[config.mk]
export PLATFORM = sky130hd
export DESIGN_NAME = operand_seq8
export DESIGN_NICKNAME = d
export VERILOG_FILES = /design/src/rtl/operand_seq8.sv
export SDC_FILE = /design/constraint.sdc
export NUM_CORES = 1
export LEC_CHECK = 0
export CORE_UTILIZATION = 38
export DETAILED_ROUTE_END_ITERATION = 8
export GPL_TIMING_DRIVEN = 0
export PLACE_DENSITY_LB_ADDON = 0.15
export SLEW_MARGIN = 20
export SYNTH_ARGS = -nofsm -noshare
export SYNTH_HDL_FRONTEND = slang
export SYNTH_SLANG_ARGS = --single-unit
[constraint.sdc]
create_clock -name clk -period 1.7 [get_ports clk]
set_input_delay 0.255 -clock clk [delete_from_list [all_inputs] [get_ports clk]]
set_output_delay 0.255 -clock clk [all_outputs]
set_load 0.02 [all_outputs]
[src/rtl/operand_seq8.sv]
// operand_seq8: key-stepped operand sequencer for an external 8-bit adder (optional key debounce: DEBOUNCE_EN).
// Latency: key edge to load takes 3 clk (2 sync flops + edge detect); result/valid are set by the single CALC cycle after B capture.
// Backpressure: none; load pulses arriving in CALC are dropped, and a held key yields a single pulse.
module operand_seq8 #(
  parameter int DB_LEN = 50000
) (
  input  logic       clk,
  input  logic       rst_n,
  input  logic [7:0] sw,
  input  logic       cin_sw,
  input  logic       key,
  output logic [7:0] A,
  output logic [7:0] B,
  output logic       Cin,
  input  logic [7:0] S,
  input  logic       Cout,
  output logic [8:0] result,
  output logic       valid,
  output logic [1:0] state
);

  typedef enum logic [1:0] {
    GET_A = 2'b00,
    GET_B = 2'b01,
    CALC  = 2'b10,
    SHOW  = 2'b11
  } state_t;

  if (DB_LEN < 1) begin : g_bad_db_len
    $error("operand_seq8: DB_LEN must be at least 1");
  end

  state_t     state_q, state_d;
  logic [7:0] sw_s1, sw_s2;
  logic       cin_s1, cin_s2;
  logic       key_s1, key_s2;
  logic       key_clean, key_prev, load_pulse;
  logic       ld_a, ld_b, do_calc, do_restart;

  always_ff @(posedge clk or negedge rst_n) begin
    if (!rst_n) begin
      sw_s1  <= '0;
      sw_s2  <= '0;
      cin_s1 <= 1'b0;
      cin_s2 <= 1'b0;
      key_s1 <= 1'b0;
      key_s2 <= 1'b0;
    end else begin
      sw_s1  <= sw;
      sw_s2  <= sw_s1;
      cin_s1 <= cin_sw;
      cin_s2 <= cin_s1;
      key_s1 <= key;
      key_s2 <= key_s1;
    end
  end

`ifdef DEBOUNCE_EN
  localparam int CNT_W = $clog2(DB_LEN + 1);

  logic [CNT_W-1:0] db_cnt;
  logic             key_db;

  // Pressed is only declared after DB_LEN consecutive low samples; any high sample restarts.
  always_ff @(posedge clk or negedge rst_n) begin
    if (!rst_n) begin
      db_cnt <= '0;
      key_db <= 1'b0;
    end else if (key_s2) begin
      db_cnt <= '0;
      key_db <= 1'b1;
    end else if (db_cnt == CNT_W'(DB_LEN - 1)) begin
      key_db <= 1'b0;
    end else begin
      db_cnt <= db_cnt + CNT_W'(1);
    end
  end

  assign key_clean = key_db;
`else
  assign key_clean = key_s2;
`endif

  // Edge history resets low, so a key held through reset release cannot fire.
  always_ff @(posedge clk or negedge rst_n) begin
    if (!rst_n) key_prev <= 1'b0;
    else        key_prev <= key_clean;
  end

  assign load_pulse = key_prev & ~key_clean;

  always_ff @(posedge clk or negedge rst_n) begin
    if (!rst_n) state_q <= GET_A;
    else        state_q <= state_d;
  end

  always_comb begin
    state_d    = state_q;
    ld_a       = 1'b0;
    ld_b       = 1'b0;
    do_calc    = 1'b0;
    do_restart = 1'b0;
    case (state_q)
      GET_A: if (load_pulse) begin
        ld_a    = 1'b1;
        state_d = GET_B;
      end
      GET_B: if (load_pulse) begin
        ld_b    = 1'b1;
        state_d = CALC;
      end
      CALC: begin
        do_calc = 1'b1;
        state_d = SHOW;
      end
      SHOW: if (load_pulse) begin
        do_restart = 1'b1;
        state_d    = GET_B;
      end
      default: state_d = GET_A;
    endcase
  end

  always_ff @(posedge clk or negedge rst_n) begin
    if (!rst_n) begin
      A      <= '0;
      B      <= '0;
      Cin    <= 1'b0;
      result <= '0;
      valid  <= 1'b0;
    end else begin
      if (ld_a || do_restart) A <= sw_s2;
      if (ld_b) begin
        B   <= sw_s2;
        Cin <= cin_s2;
      end
      // Starting a new sum from SHOW keeps the old result on display.
      if (do_restart) begin
        B     <= '0;
        Cin   <= 1'b0;
        valid <= 1'b0;
      end
      if (do_calc) begin
        result <= {Cout, S};
        valid  <= 1'b1;
      end
    end
  end

  assign state = state_q;

endmodule

==> impl_metrics.json <==
{
  "report.final.slew_viol_count": 0,
  "fp-row-count": 24,
  "worst_setup_path_start_kind": "flop",
  "final_cell_mix": "50 x sky130_fd_sc_hd__dfrtp_1, 48 x sky130_fd_sc_hd__clkdlybuf4s50_1, 9 x sky130_fd_sc_hd__a22o_2, 9 x sky130_fd_sc_hd__mux2_2, 8 x sky130_fd_sc_hd__mux2_4",
  "critical_path.reg2reg.endpoint": "B[6]",
  "powerDensity_nw_per_um2": 1810,
  "synth_seq_area_share_pct": 71.6,
  "grt_first_pass_wirelength_mm": 5.32,
  "power.ir.vdd_worst_mv": 1.00,
  "tritoncts.num_buffers": 5,
  "avgSynthCellArea_sq_um": 18.2,
  "maxClockFrequency_ghz": 0.612,
  "worst_clock_skew_ns": 0.00752,
  "critical_path_required_ns": 1.44,
  "timing.reg2reg.worst_path_depth": 4,
  "cts.sinks": 50,
  "cp.arrival_ns": 1.38,
  "floorplan.io_pins": 50,
  "finalHoldViolCount": 5,
  "root_buffer": "sky130_fd_sc_hd__clkbuf_8",
  "mostFrequentLayoutCell": "sky130_fd_sc_hd__dfrtp_1",
  "path_clk_slew_ns": 0.09,
  "worstSetupPathType": "flop to primary output",
  "synth_top_cell_by_area": "sky130_fd_sc_hd__dfrtp_1",
  "mappedNetlistNets": 122,
  "chipHeight_um": 69.8,
  "drv_cap": 0,
  "totalNegativeSetupSlack_ns": 0,
  "post_cts_hold_buffer_count": 0,
  "netlist.area_leader.share_pct": 71.6,
  "netlist_instances": 96,
  "grt.total_usage_pct": 14.3,
  "drt-initial-drc-count": 43,
  "failed_checks": "negative hold slack",
  "max-slew-margin-rel_pct": 53.8,
  "place_inst": 198,
  "totalPowerFinal_uw": 4400,
  "postCtsSetupRepairBufs": 0,
  "cts_resized": 0,
  "highest_delay_cell_along_the_critical_path": "sky130_fd_sc_hd__clkdlybuf4s50_1",
  "dpl.hpwl_mm": 2.09,
  "synth.top_cells.by_area": "sky130_fd_sc_hd__dfrtp_1 72%, sky130_fd_sc_hd__mux2_4 6.9%, sky130_fd_sc_hd__mux2_2 5.8%",
  "postSynthRegisterBits": 50,
  "route.detailed.vias_per_inst": 4.74,
  "cellLeakagePower_uw": 0.00109,
  "grt.overflow.total": 0,
  "instances_no_fill": 205,
  "design.die.area_sq_um": 4870,
  "grt_start_max_net_pins": 31,
  "flow.area_growth_from_synthesis_pct": 39.2,
  "critical_path.max_stage_delay_ns": 0.64,
  "via_count": 971,
  "firstDrtPassIters": 4,
  "coreArea_sq_um": 4380,
  "dp_worst_setup_slack_ns": 0.130,
  "layout.nets": 179,
  "timing.final.crit_share_pct": 96.1,
  "die_width_um": 69.8,
  "start_util_pct": 39.9,
  "crit_path_start": "state[1]",
  "holdCritPathClass": "primary input to asynchronous set/reset pin",
  "wirelength_mm": 3.00,
  "grt_antenna_before_repair": 0,
  "cp_max_fo": 6,
  "cts_tree": "done",
  "synth.distinct_cells": 18,
  "outcome": "finished, violations left",
  "routed_wire_length_per_instance_um": 14.6,
  "fin_hold_ws_ns": -0.00337,
  "fill_cells": 354,
  "cts_htree_levels": 2,
  "worst_slew_pin_slew_ns": 0.693,
  "diodes": 0,
  "worst-path-buf-inv": 1,
  "post-route-drc-count": 0,
  "setup_repair_after_global_routing_missed_its_margin": "no",
  "number_of_global_route_vias_before_repair": 1053,
  "critical_path.top_delay_family": "buffers and inverters",
  "yosys_warnings": 0,
  "finalSetupViolCount": 0,
  "capturing_element_type_of_the_critical_path": "primary output",
  "setup_ws_ns": 0.0660,
  "final_antenna_net_count": 0,
  "timing.final.crit_period_ns": 1.63,
  "r2r_slack_ns": 0.14,
  "placement.io_buffers": 49,
  "clk_latency_worst_skew_pair_ns": 0.30,
  "ctsLongestPathBuffers": 2,
  "netlist_area_sq_um": 1750,
  "post_route_cells_drive_above_1_share_pct": 27.5,
  "r2r-start": "state[1]",
  "gp_routability_congestion": 0.714,
  "worstPathCellList": "clkdlybuf4s50_1"
}
-- registers in the layout, indices dropped and copies added, names as in the netlist, 2 cells and up --
| signal | count |
|---|---|
| A | 8 |
| B | 8 |
| result | 9 |
| state | 2 |
| sw_s1 | 8 |
| sw_s2 | 8 |
-- area by class of cell --
type | instances | area [sq um] | share of cell area [%]
flip-flops and latches | 50 | 1250 | 51.4
multi-input cells | 43 | 484 | 19.9
well taps | 52 | 65.1 | 2.67
clock inverters | 2 | 38.8 | 1.59
plain buffers | 1 | 5.00 | 0.206
repair buffers | 50 | 513 | 21.1
clock buffers | 5 | 68.8 | 2.83
inverters | 2 | 7.51 | 0.308
-- metal layers --
metal  GRT usage [%]  wire (um)  part of all wire (%)  vias up
met5               0          0                     0        -
met4            5.33         17                  0.57        0
met3            5.38        155                   5.2        2
met2            21.9       1490                    49       30
met1            18.7       1340                    45      497
li1                -          -                     -      442
-- cell families after synthesis --
| logic type | Yosys count | share of synthesized area (%) |
|---|---|---|
| compound gates | 13 | 6.94 |
| fa+ha+maj | 5 | 3.58 |
| buf+inv | 3 | 0.716 |
| flops | 50 | 71.6 |
| mux | 17 | 12.7 |
| simple gates | 8 | 4.51 |
-- stage by stage --
| step | hold WS (ns) | util [%] | area, sq um |
|---|---|---|---|
| finish | -0.00337 | 55.5 | 2430 |
| global route | 0.0408 | 55.5 | 2430 |
| CTS | 0.0193 | 55.5 | 2430 |
| detailed placement | 0.336 | 53.1 | 2330 |
| global placement | 0.332 | 52.5 | 2300 |
| floorplan | -0.0406 | - | 1750 |
-- cells in the mapped netlist --
cell and number:
sky130_fd_sc_hd__nand2b_4 1, sky130_fd_sc_hd__o21ai_2 1, sky130_fd_sc_hd__nand2_1 2, sky130_fd_sc_hd__nor2_2 1, sky130_fd_sc_hd__mux2_2 9, sky130_fd_sc_hd__dfrtp_1 50, sky130_fd_sc_hd__mux2_4 8, sky130_fd_sc_hd__o22ai_1 1
sky130_fd_sc_hd__nor3b_4 1, sky130_fd_sc_hd__a22o_1 1, sky130_fd_sc_hd__ha_1 5, sky130_fd_sc_hd__inv_1 2, sky130_fd_sc_hd__nor2_1 1, sky130_fd_sc_hd__and2b_2 1, sky130_fd_sc_hd__buf_2 1, sky130_fd_sc_hd__a22o_2 9
sky130_fd_sc_hd__nor2_8 1, sky130_fd_sc_hd__a21o_1 1
-- worst max path at each step --
stage | endpoint | cells past startpoint
global placement | sw_s1[3] | 1
detailed placement | B[0] | 4
global route | state[1] | 1
finish | state[1] | 1
floorplan | A[0] | 4
CTS | state[1] | 1
-- power breakdown --
group	internal, uW	switching (uW)	leakage [uW]	total [uW]
clock	433	367	0.0000542	800
combinational	1020	835	0.000441	1850
sequential	1540	208	0.000600	1750
total	2990	1410	0.00109	4400
Note: power is estimated with default switching activity, not from simulation.
